### src/rtl/led_pkg.sv
// led_pkg: shared mode encoding, register addresses and CTRL field positions for the LED pattern generator
package led_pkg;
  typedef enum logic [1:0] {
    LED_STATIC = 2'd0,
    LED_BLINK  = 2'd1,
    LED_CHASE  = 2'd2,
    LED_PWM    = 2'd3
  } led_mode_e;
  localparam logic [1:0] ADDR_CTRL    = 2'd0;
  localparam logic [1:0] ADDR_PATTERN = 2'd1;
  localparam logic [1:0] ADDR_PERIOD  = 2'd2;
  localparam logic [1:0] ADDR_DUTY    = 2'd3;
  localparam int CTRL_MODE_LSB = 0;
  localparam int CTRL_MODE_W   = 2;
  localparam int CTRL_EN_BIT   = 2;
endpackage

### src/rtl/led_pattern_gen_if.sv
// led_pattern_gen_if: single-cycle register write port (wr_en strobe, wr_addr select, wr_data payload)
interface led_pattern_gen_if;
  logic        wr_en;
  logic [1:0]  wr_addr;
  logic [31:0] wr_data;
  modport master (output wr_en, wr_addr, wr_data);
  modport slave  (input  wr_en, wr_addr, wr_data);
endinterface

### src/rtl/led_prescaler.sv
// led_prescaler: counts 0..period while enabled, tick in the cycle the count equals period (clk, rst, en, period, restart -> tick)
module led_prescaler #(
  parameter int DIV_W = 24
) (
  input  logic             clk,
  input  logic             rst,
  input  logic             en,
  input  logic [DIV_W-1:0] period,
  input  logic             restart,
  output logic             tick
);
  logic [DIV_W-1:0] cnt_q, cnt_d;
  always_comb begin
    tick  = en && !restart && cnt_q == period;
    cnt_d = (!en || restart || tick) ? '0 : cnt_q + 1'b1;
  end
  always_ff @(posedge clk) begin
    if (rst) cnt_q <= '0;
    else     cnt_q <= cnt_d;
  end
endmodule

### src/rtl/led_pattern_gen.sv
// led_pattern_gen: programmable static/blink/chase/pwm LED source (in_clk, in_rst, wr register bus -> out_mem LED word, out_tick prescaler wrap)
module led_pattern_gen
  import led_pkg::*;
#(
  parameter int               LED_W      = 6,
  parameter int               DIV_W      = 24,
  parameter logic [DIV_W-1:0] DEF_PERIOD = DIV_W'(4_999_999)
) (
  input  logic               in_clk,
  input  logic               in_rst,
  led_pattern_gen_if.slave   wr,
  output logic [LED_W-1:0]   out_mem,
  output logic               out_tick
);
  led_mode_e        mode_q, mode_d;
  logic             en_q, en_d, phase_q, phase_d;
  logic [LED_W-1:0] pat_q, pat_d, chase_q, chase_d, out_q, out_d;
  logic [DIV_W-1:0] period_q, period_d;
  logic [3:0]       duty_q, duty_d, pwm_q, pwm_d;
  logic             wr_ctrl, wr_pat, wr_per, wr_duty, restart, tick;
  logic             unused_wr_data;
  assign wr_ctrl        = wr.wr_en && wr.wr_addr == ADDR_CTRL;
  assign wr_pat         = wr.wr_en && wr.wr_addr == ADDR_PATTERN;
  assign wr_per         = wr.wr_en && wr.wr_addr == ADDR_PERIOD;
  assign wr_duty        = wr.wr_en && wr.wr_addr == ADDR_DUTY;
  assign restart        = wr_ctrl || wr_per;
  assign unused_wr_data = ^wr.wr_data[31:DIV_W];
  led_prescaler #(.DIV_W(DIV_W)) u_presc (
    .clk     (in_clk),
    .rst     (in_rst),
    .en      (en_q),
    .period  (period_q),
    .restart (restart),
    .tick    (tick)
  );
  always_comb begin
    mode_d   = wr_ctrl ? led_mode_e'(wr.wr_data[CTRL_MODE_LSB +: CTRL_MODE_W]) : mode_q;
    en_d     = wr_ctrl ? wr.wr_data[CTRL_EN_BIT] : en_q;
    pat_d    = wr_pat  ? wr.wr_data[LED_W-1:0] : pat_q;
    period_d = wr_per  ? wr.wr_data[DIV_W-1:0] : period_q;
    duty_d   = wr_duty ? wr.wr_data[3:0] : duty_q;
    phase_d  = restart ? 1'b0 : tick ? !phase_q : phase_q;
    pwm_d    = restart ? 4'd0 : tick ? pwm_q + 1'b1 : pwm_q;
    // a pattern load beats a same-cycle rotate so the new pattern shows unrotated
    chase_d  = (restart || wr_pat) ? pat_d : tick ? {chase_q[LED_W-2:0], chase_q[LED_W-1]} : chase_q;
    out_d    = !en_d                ? '0 :
               mode_d == LED_STATIC ? pat_d :
               mode_d == LED_BLINK  ? (phase_d ? '0 : pat_d) :
               mode_d == LED_CHASE  ? chase_d :
               (pwm_d < duty_d)     ? pat_d : '0;
  end
  always_ff @(posedge in_clk) begin
    if (in_rst) begin
      mode_q   <= LED_STATIC;
      en_q     <= 1'b0;
      pat_q    <= '0;
      period_q <= DEF_PERIOD;
      duty_q   <= 4'd0;
      phase_q  <= 1'b0;
      pwm_q    <= 4'd0;
      chase_q  <= '0;
      out_q    <= '0;
    end else begin
      mode_q   <= mode_d;
      en_q     <= en_d;
      pat_q    <= pat_d;
      period_q <= period_d;
      duty_q   <= duty_d;
      phase_q  <= phase_d;
      pwm_q    <= pwm_d;
      chase_q  <= chase_d;
      out_q    <= out_d;
    end
  end
  assign out_mem  = out_q;
  assign out_tick = tick;
endmodule

### src/flat_wrapper.sv
// flat-port wrapper written by rule: the top's interface ports become plain ports
module led_pattern_gen_flat import led_pkg::*;
#(
  parameter int               LED_W      = 6,
  parameter int               DIV_W      = 24,
  parameter logic [DIV_W-1:0] DEF_PERIOD = DIV_W'(4_999_999)
)
  (in_clk, in_rst, out_mem, out_tick, wr_wr_en, wr_wr_addr, wr_wr_data);
  led_pattern_gen_if wr_i ();
  input  logic in_clk;
  input  logic in_rst;
  output logic [LED_W-1:0] out_mem;
  output logic out_tick;
  input wire logic [$bits(wr_i.wr_en)-1:0] wr_wr_en;
  input wire logic [$bits(wr_i.wr_addr)-1:0] wr_wr_addr;
  input wire logic [$bits(wr_i.wr_data)-1:0] wr_wr_data;
  assign wr_i.wr_en = wr_wr_en;
  assign wr_i.wr_addr = wr_wr_addr;
  assign wr_i.wr_data = wr_wr_data;
  led_pattern_gen #(.LED_W(LED_W), .DIV_W(DIV_W), .DEF_PERIOD(DEF_PERIOD)) u_core (.in_clk(in_clk), .in_rst(in_rst), .wr(wr_i), .out_mem(out_mem), .out_tick(out_tick));
endmodule
### config.mk
export PLATFORM = sky130hd
export DESIGN_NAME = led_pattern_gen_flat
export DESIGN_NICKNAME = d
export VERILOG_FILES = /design/src/rtl/led_pkg.sv /design/src/rtl/led_pattern_gen_if.sv /design/src/rtl/led_prescaler.sv /design/src/rtl/led_pattern_gen.sv /design/src/flat_wrapper.sv
export SDC_FILE = /design/constraint.sdc
export NUM_CORES = 1
export LEC_CHECK = 0
export CAP_MARGIN = 20
export CORE_MARGIN = 1.5
export CORE_UTILIZATION = 55
export CTS_CLUSTER_SIZE = 40
export DETAILED_ROUTE_END_ITERATION = 8
export PLACE_DENSITY_LB_ADDON = 0.2
export SYNTH_ARGS = -nofsm -noshare
export SYNTH_HDL_FRONTEND = slang
export SYNTH_SLANG_ARGS = --single-unit
### constraint.sdc
create_clock -name in_clk -period 8.2 [get_ports in_clk]
set_input_delay 2.46 -clock in_clk [delete_from_list [all_inputs] [get_ports in_clk]]
set_output_delay 2.46 -clock in_clk [all_outputs]
set_load 0.02 [all_outputs]
# == Word-level counts from Yosys, hierarchy flattened ==
# Cells that the tools add are included.
# totals
regBits,78
elab_cells,52
# op_classes
addsub,2
n_lt_le_gt_ge,1
n_eq_ne,6
n_mux,15
n_bitwise,1
reduce_logical,17
# ops
op,n
6-bit 2-to-1 mux,8
24-bit by 1-bit adder with 24-bit output (second input constant),1
24-bit == test,1
4-bit 2-to-1 mux,3
2-bit == test (second input constant),3
1-bit logical AND,6
4-bit by 1-bit adder with 4-bit output (second input constant),1
2-bit by 1-bit == test with 1-bit output (second input constant),2
2-bit logical NOT,2
1-bit logical OR,4
4-bit < comparator,1
2-bit OR reduction,2
1-bit logical NOT,3
1-bit 2-to-1 mux,3
2-bit 2-to-1 mux,1
1-bit NOT,1

# == Logic depth before layout (Yosys ltp) ==
# Gate-level depths: netlist of the first run.
# depth
depth_word,13
ltp_mapped,17

# == By module ==
# From an unflattened synthesis of the first run, not the netlist that was laid out.
# hier_totals
hier_cells,403
area_unflattened_um2,3590.9
# modules_own_cells
module,n_inst,cells_each,area_per_inst_um2
led_pattern_gen,1,253,2260.9
led_prescaler,1,150,1330.0

# == Least setup slack after synthesis of the first run ==
# No wires, ideal clock.
# synth_timing
path_kind,input-to-output
start,input wr_wr_en
end,output out_tick
arrival_time_ps,3296
required_time_ps,5740
path_slack_ps,2444
stages,3
cell_sequence,nor2b_1 > clkbuf_1 > nor3_1
# synth_between
elab_chain_cells,5
word_cells_on_any_way,6
# synth_lines
item,line,source
"start, declared",flat_wrapper.sv:14,input wire logic [$bits(wr_i.wr_en)-1:0] wr_wr_en;
"1-bit logical AND, on equally long branches","led_pattern_gen.sv:22, led_pattern_gen.sv:24",
1-bit logical OR (*),led_pattern_gen.sv:26,assign restart = wr_ctrl || wr_per;
1-bit logical NOT (*),led_prescaler.sv:14,tick = en && !restart && cnt_q == period;
1-bit logical AND (*) (2 in a row),led_prescaler.sv:14,
"end, declared",flat_wrapper.sv:13,output logic out_tick;
# Every way passes the cells marked *; elsewhere a longest branch is shown, timed or not.

# == Worst setup path in the final report of the first run ==
# layout_timing
start,input wr_wr_addr[0]
end,output out_tick
# layout_between
elab_chain_cells,6
word_cells_on_any_way,8
# layout_lines
item,line,source
"start, declared",flat_wrapper.sv:15,input wire logic [$bits(wr_i.wr_addr)-1:0] wr_wr_addr;
2-bit == test / 2-bit logical NOT (equally long branches),"led_pattern_gen.sv:24, led_pattern_gen.sv:22",
"1-bit logical AND, on equally long branches","led_pattern_gen.sv:24, led_pattern_gen.sv:22",
1-bit logical OR (*),led_pattern_gen.sv:26,
1-bit logical NOT (*),led_prescaler.sv:14,
1-bit logical AND (*) (2 in a row),led_prescaler.sv:14,
# Marks and branches as above.

==> impl_metrics.csv, run 1 <==
group,metric,value,unit
final_layout,drive_above_1_share,7.21,%
hold_path,hold_end,"u_core.period_q[6]",
power,p_sw,167,uW
final_layout,seq_area,0.00156,mm2
clock_tree,htreeDepth,3,
synthesis,ys.flop_type,"dfxtp_1",
synthesis,synth-seq-cells,78,
critical_path,required,5.74,ns
timing,relSlewSlack,36.7,%
critical_path,end_kind,"primary output",
detailed_routing,vias,2796,
floorplan,die_h,83.4,um
clock_tree,cts_buffers,9,
grt,antenna_found_initial,0,
power,cellPowerDensity,178,mW/mm2
synthesis,yosysTopAreaCellShare,43.9,%
timing,fin_crit_sh,81.2,%
place,gp_congestion,0.807,
power,power_frac_comb,7.5,%
detailed_routing,drt-total-wl,7390,um
critical_path,crit-reg2reg-launch,"u_core.period_q[12]",
place,io_buffers,35,
timing,rsz0062_at_grt,"false",
grt,grt_overflow,0,
floorplan,dieWidth,83.4,um
final_layout,layout_commonest_cell,"dfxtp_1",
final_layout,multi_input_area,0.00189,mm2
power,intPower,571,uW
critical_path,reg2reg_depth,13,
floorplan,rows,29,
place,hpwl,5300,um
power,ir_drop,0.116,mV
synthesis,syn_inst,408,
outcome,status,"complete, no violations",
timing,finalSetupViolCount,0,
critical_path,crit_arrival,4.20,ns
final_layout,fill_cells,542,
critical_path,start_kind,"input pin",
place,placed_area,0.00394,mm2
critical_path,slowest_delay,0.65,ns
timing,tightest_slew,0.947,ns
critical_path,cp_slowest_cell,"clkdlybuf4s50_1",
floorplan,core,0.00631,mm2
final_layout,fin_nets,481,
final_layout,area_growth,16.5,%
synthesis,yosysWarningCount,0,
timing,max_freq,0.150,GHz
synthesis,synth.net_count,450,
timing,setup_tns,0,ns
detailed_routing,via_per_inst,5.37,
synthesis,async_flop_share,0,%
hold_path,worstHoldStart,"u_core.period_q[6]",
detailed_routing,route.detailed.drc,0,
synthesis,syn_area,0.00355,mm2
power,switching_share,22.7,%
clock_tree,tritoncts,"yes",
timing,clock_skew,0.00832,ns
clock_tree,ctsResizeCount,0,
critical_path,rrSetupSlack,4.38,ns
clock_tree,clock_sinks,78,
power,leakage,1.59,nW
final_layout,final_cells,521,
clock_tree,ctsHoldBuffers,0,
hold_path,hold_class,"register to register",
grt,grt_pass1_wl,12800,um
timing,finalHoldViolCount,0,
synthesis,synth.distinct_cells,46,
critical_path,crit_family,"buffers and inverters",
critical_path,cp_num_buf_inv,3,
clock_tree,clk_pin_slew,0.07,ns
floorplan,initial_utilization,56.3,%
synthesis,yosysTopAreaCell,"dfxtp_1",
timing,hold_ws,0.469,ns
timing,period_needed,6.66,ns
critical_path,crit_chain,"clkdlybuf4s50_1 -> nor2b_1 -> buf_4 -> nor3_1 -> clkdlybuf4s50_1",
critical_path,r2r-end,"u_core.out_mem[4]",
final_layout,final_area,0.00414,mm2
detailed_routing,final_antenna_net_count,0,
power,pwr-share-clk,39.3,%
floorplan,design.portCount,44,
detailed_routing,drt-initial-drc-count,137,
clock_tree,cts_root_buffer,"clkbuf_8",
clock_tree,clock_path_buffers,2,
critical_path,critical_path_class,"input pin to primary output",
grt,grt_use_total,23.0,%
critical_path,critPathMaxFanout,11,
floorplan,dieArea,0.00695,mm2
final_layout,diodes,0,
detailed_routing,first_pass_iters,4,
synthesis,synth_edf_count,0,
hold_path,whs_path_depth,2,
synthesis,ys_seq_area_share,43.9,%
flow_run,maxCapViolations,0,
final_layout,mostFrequentLayoutCells,"dfxtp_1 (78), nand2_1 (70), nor2_1 (57)",
place,dp.cells,505,
synthesis,synth.avg_cell_area,8.71,um2
detailed_routing,detail_route.wl_per_cell,14.2,um
timing,slew_viol_final,0,
synthesis,synth_area_leaders,"dfxtp_1 (44%), nand2_1 (7.4%), xor2_1 (6.7%)",
critical_path,critPathMostFrequentCell,"clkdlybuf4s50_1",
grt,grt_max_degree,49,
clock_tree,clk_latency,0.36,ns
grt,grt_pass1_vias,2760,
power,seq_power_share,53.2,%
power,p_total,738,uW
clock_tree,cts_setup_buffers,0,
[through the flow]
stage	util, %	worst slack, ns
after floorplan	-	2.44
after CTS	65.6	1.56
after detailed placement	62.4	1.56
after global routing	65.6	1.47
final	65.6	1.54
after global placement	62.4	1.57
[worst min-delay path, stage by stage (launching register included)]
cell	delay (ns)
dfxtp_1	0.32
nand2_1	0.05
a21oi_1	0.05
[Yosys cell counts, types with 2 or more instances]
master,count
a21oi_1,19
and2_1,4
and3_1,9
clkbuf_1,14
dfxtp_1,78
ha_1,5
inv_1,6
mux2_2,6
mux2i_1,13
nand2_1,70
nand3_1,11
nand3b_1,14
nand4_1,6
nor2_1,57
nor2b_1,3
nor3_1,6
nor4_1,5
nor4b_1,2
o21ai_0,2
o21ai_1,6
xnor2_1,21
xor2_1,27
[sequential cells by signal, indices dropped and copies added, names as in the netlist]
register              flops
u_core.pat_q              6
u_core.u_presc.cnt_q     24
u_core.phase_q            1
u_core.mode_q             2
u_core.chase_q            6
u_core.period_q          24
u_core.en_q               1
u_core.out_mem            6
u_core.duty_q             4
u_core.pwm_q              4
[final cells by class]
cell class / count / share of cell area [%]
Clock buffer: 13 / 3.84
Clock inverter: 3 / 1.03
Inverter: 6 / 0.544
Multi-Input combinational cell: 307 / 45.7
Sequential cell: 78 / 37.7
Tap cell: 77 / 2.33
Timing Repair Buffer: 37 / 8.82
[how the worst max path moves through the flow]
stage / start / to / slack (ns) / depth (start not counted)
floorplan: wr_wr_en / out_tick / 2.44 / 3
global placement: wr_wr_addr[0] / out_tick / 1.57 / 5
detailed placement: wr_wr_addr[0] / out_tick / 1.56 / 5
CTS: wr_wr_addr[0] / out_tick / 1.56 / 5
global route: wr_wr_addr[0] / out_tick / 1.47 / 5
finish: wr_wr_addr[0] / out_tick / 1.54 / 5
[cells by family (layout without fill, tap and decap cells)]
logic type	Yosys count	after routing	synth area share, %
simple gates	200	200	28.3
flops	78	78	43.9
xor+xnor	48	48	11.8
compound gates	35	35	5.88
buf+inv	23	59	2.78
mux	19	19	5.56
fa+ha+maj	5	5	1.76
[power by group through the flow]
| stage | registers (mW) | logic [mW] | clock network, mW |
|---|---|---|---|
| 3_3_place_gp | 0.401 | 0.0542 | 0 |
| 2_1_floorplan | 0.400 | 0.0321 | 0 |
| 6_report | 0.392 | 0.0556 | 0.290 |
| 4_1_cts | 0.392 | 0.0556 | 0.296 |
| 3_5_place_dp | 0.401 | 0.0554 | 0 |
| 5_1_grt | 0.393 | 0.0618 | 0.312 |
[routing by layer]
layer	track usage (%)	up-vias	wire (um)
li1	-	1434	-
met1	31.5	1289	3620
met2	35.2	63	3260
met3	6.06	10	394
met4	7.88	0	112
met5	0	-	0
No activity file was read; power rests on OpenSTA's default activity.
==> run 2, diff against run 1 <==
==> constraint.sdc (replaced) <==
create_clock -name in_clk -period 6.8 [get_ports in_clk]
set_input_delay 2.04 -clock in_clk [delete_from_list [all_inputs] [get_ports in_clk]]
set_output_delay 2.04 -clock in_clk [all_outputs]
set_load 0.02 [all_outputs]
==> run 2 against run 1 <==
Against the previous run:
- setup slack lost 0.55 ns
- clock power is 7.6% higher
- flip-flop and latch count unchanged
- utilization fell by 0.40 points
- non-clock buffer count unchanged
- largest power group unchanged
- highest routed layer unchanged
==> impl_metrics.csv, run 2 (same netlist as run 1, synthesis figures left out) <==
group,metric,value,unit
outcome,status,"complete, no violations",
timing,relSlewSlack,35.1,%
detailed_routing,first_pass_iters,4,
hold_path,hold_class,"register to register",
power,switching_share,24.8,%
critical_path,critical_path_class,"input pin to primary output",
flow_run,maxCapViolations,0,
power,seq_power_share,55.5,%
place,dp_worst_setup_slack,0.979,ns
final_layout,reg_top3,"u_core.period_q (24), u_core.u_presc.cnt_q (24)",
timing,finalHoldViolCount,0,
place,io_buffers,35,
clock_tree,clock_sinks,78,
power,pwr-share-clk,36.7,%
critical_path,startpoint,"wr_wr_addr[0]",
timing,tightest_slew,0.971,ns
power,p_total,852,uW
critical_path,r2r-end,"u_core.out_mem[3]",
final_layout,drive_above_1_share,7.43,%
clock_tree,cts_root_buffer,"clkbuf_8",
grt,met1_usage,32.0,%
floorplan,dieWidth,83.4,um
detailed_routing,final_antenna_net_count,0,
final_layout,fill_cells,568,
critical_path,reg2reg_depth,13,
grt,grt_overflow,0,
grt,grt_max_degree,49,
clock_tree,clk_pin_slew,0.07,ns
clock_tree,clk_latency,0.35,ns
critical_path,rrSetupSlack,2.85,ns
timing,finalSetupViolCount,0,
timing,rsz0062_at_grt,"false",
power,ir_drop,0.145,mV
grt,busiest_layer,"met2",
clock_tree,cts_buffers,9,
critical_path,crit-reg2reg-launch,"u_core.period_q[8]",
power,power_frac_comb,7.8,%
power,intPower,641,uW
place,hpwl,5100,um
timing,fin_crit_sh,85.5,%
grt,met3_usage,6.76,%
detailed_routing,vias,2839,
power,leakage,1.57,nW
clock_tree,htreeDepth,3,
timing,period_needed,5.81,ns
floorplan,die_h,83.4,um
critical_path,end_kind,"primary output",
final_layout,area_growth,15.8,%
timing,max_freq,0.172,GHz
hold_path,whs_path_depth,2,
floorplan,rows,29,
critical_path,crit_arrival,3.77,ns
grt,antenna_found_initial,0,
final_layout,mostFrequentLayoutCells,"dfxtp_1 (78), nand2_1 (70), nor2_1 (57)",
detailed_routing,drt-total-wl,7240,um
critical_path,cp-endpoint,"out_tick",
timing,slew_viol_final,0,
detailed_routing,route.detailed.drc,0,
clock_tree,ctsResizeCount,0,
critical_path,start_kind,"input pin",
final_layout,diodes,0,
clock_tree,clock_path_buffers,2,
power,cellPowerDensity,207,mW/mm2
grt,grt_pass1_vias,2668,
grt,met2_usage,34.0,%
floorplan,dieArea,0.00695,mm2
clock_tree,cts_setup_buffers,0,
grt,grt_use_total,22.7,%
floorplan,initial_utilization,56.3,%
floorplan,design.portCount,44,
power,p_sw,211,uW
floorplan,core,0.00631,mm2
detailed_routing,drt-initial-drc-count,197,
clock_tree,ctsHoldBuffers,0,
detailed_routing,via_per_inst,5.45,
timing,clock_skew,0.0109,ns
timing,setup_slack,0.989,ns
timing,setup_tns,0,ns
clock_tree,tritoncts,"yes",
grt,grt_pass1_wl,12600,um
final_layout,layout_commonest_cell,"dfxtp_1",
detailed_routing,detail_route.wl_per_cell,13.9,um
final_layout,fin_nets,481,
critical_path,critPathMaxFanout,11,
critical_path,required,4.76,ns
place,gp_congestion,0.803,
-- run 2: cell count changes in the layout (fill, tap and decap cells not counted), sizes merged --
| cell | previous run | this run |
|---|---|---|
| clkinvlp | 1 | 4 |
| clkbuf | 13 | 11 |
| bufinv | 1 | 0 |
-- run 2: worst max-delay path: stages --
cell             delay (ns)
clkdlybuf4s50_1        0.58
nor2b_1                0.08
buf_4                  0.18
nor3_1                 0.25
clkdlybuf4s50_1        0.65
-- run 2: power by group through the flow --
stage	sequential [mW]	combinational, mW	clock (mW)
4_1_cts	0.473	0.0669	0.319
6_report	0.473	0.0665	0.312
5_1_grt	0.474	0.0750	0.341
2_1_floorplan	0.482	0.0387	0
3_5_place_dp	0.484	0.0665	0
3_3_place_gp	0.483	0.0654	0
-- run 2: how the worst min path moves through the flow --
| stage | startpoint | endpoint |
|---|---|---|
| finish | u_core.period_q[6] | u_core.period_q[6] |
| global route | u_core.period_q[17] | u_core.period_q[17] |
| CTS | u_core.period_q[6] | u_core.period_q[6] |
| detailed placement | u_core.period_q[6] | u_core.period_q[6] |
| global placement | u_core.period_q[16] | u_core.period_q[16] |
| floorplan | u_core.period_q[10] | u_core.period_q[10] |
-- run 2: metal layers --
metal,up-vias,share of wire (%)
li1,1436,-
met1,1330,50
met2,64,44
met3,9,4.9
met4,0,1.3
met5,-,0
-- run 2: cell type report --
class | instances | area [um2] | area share, %
inverter | 6 | 22.5 | 0.547
timing repair buffer | 37 | 365 | 8.88
clock inverter | 5 | 35.0 | 0.851
clock buffer | 11 | 141 | 3.43
sequential | 78 | 1560 | 37.9
multi-input combinational | 307 | 1890 | 46.0
tap | 77 | 96.3 | 2.34
-- run 2: stage by stage --
stage | cell area (um2) | util, % | cells | hold slack [ns]
after global routing | 4120 | 65.2 | 521 | 0.501
after floorplan | 3550 | - | 408 | 0.448
after global placement | 3940 | 62.4 | 505 | 0.459
after detailed placement | 3940 | 62.4 | 505 | 0.465
final | 4120 | 65.2 | 521 | 0.474
after CTS | 4120 | 65.2 | 521 | 0.477
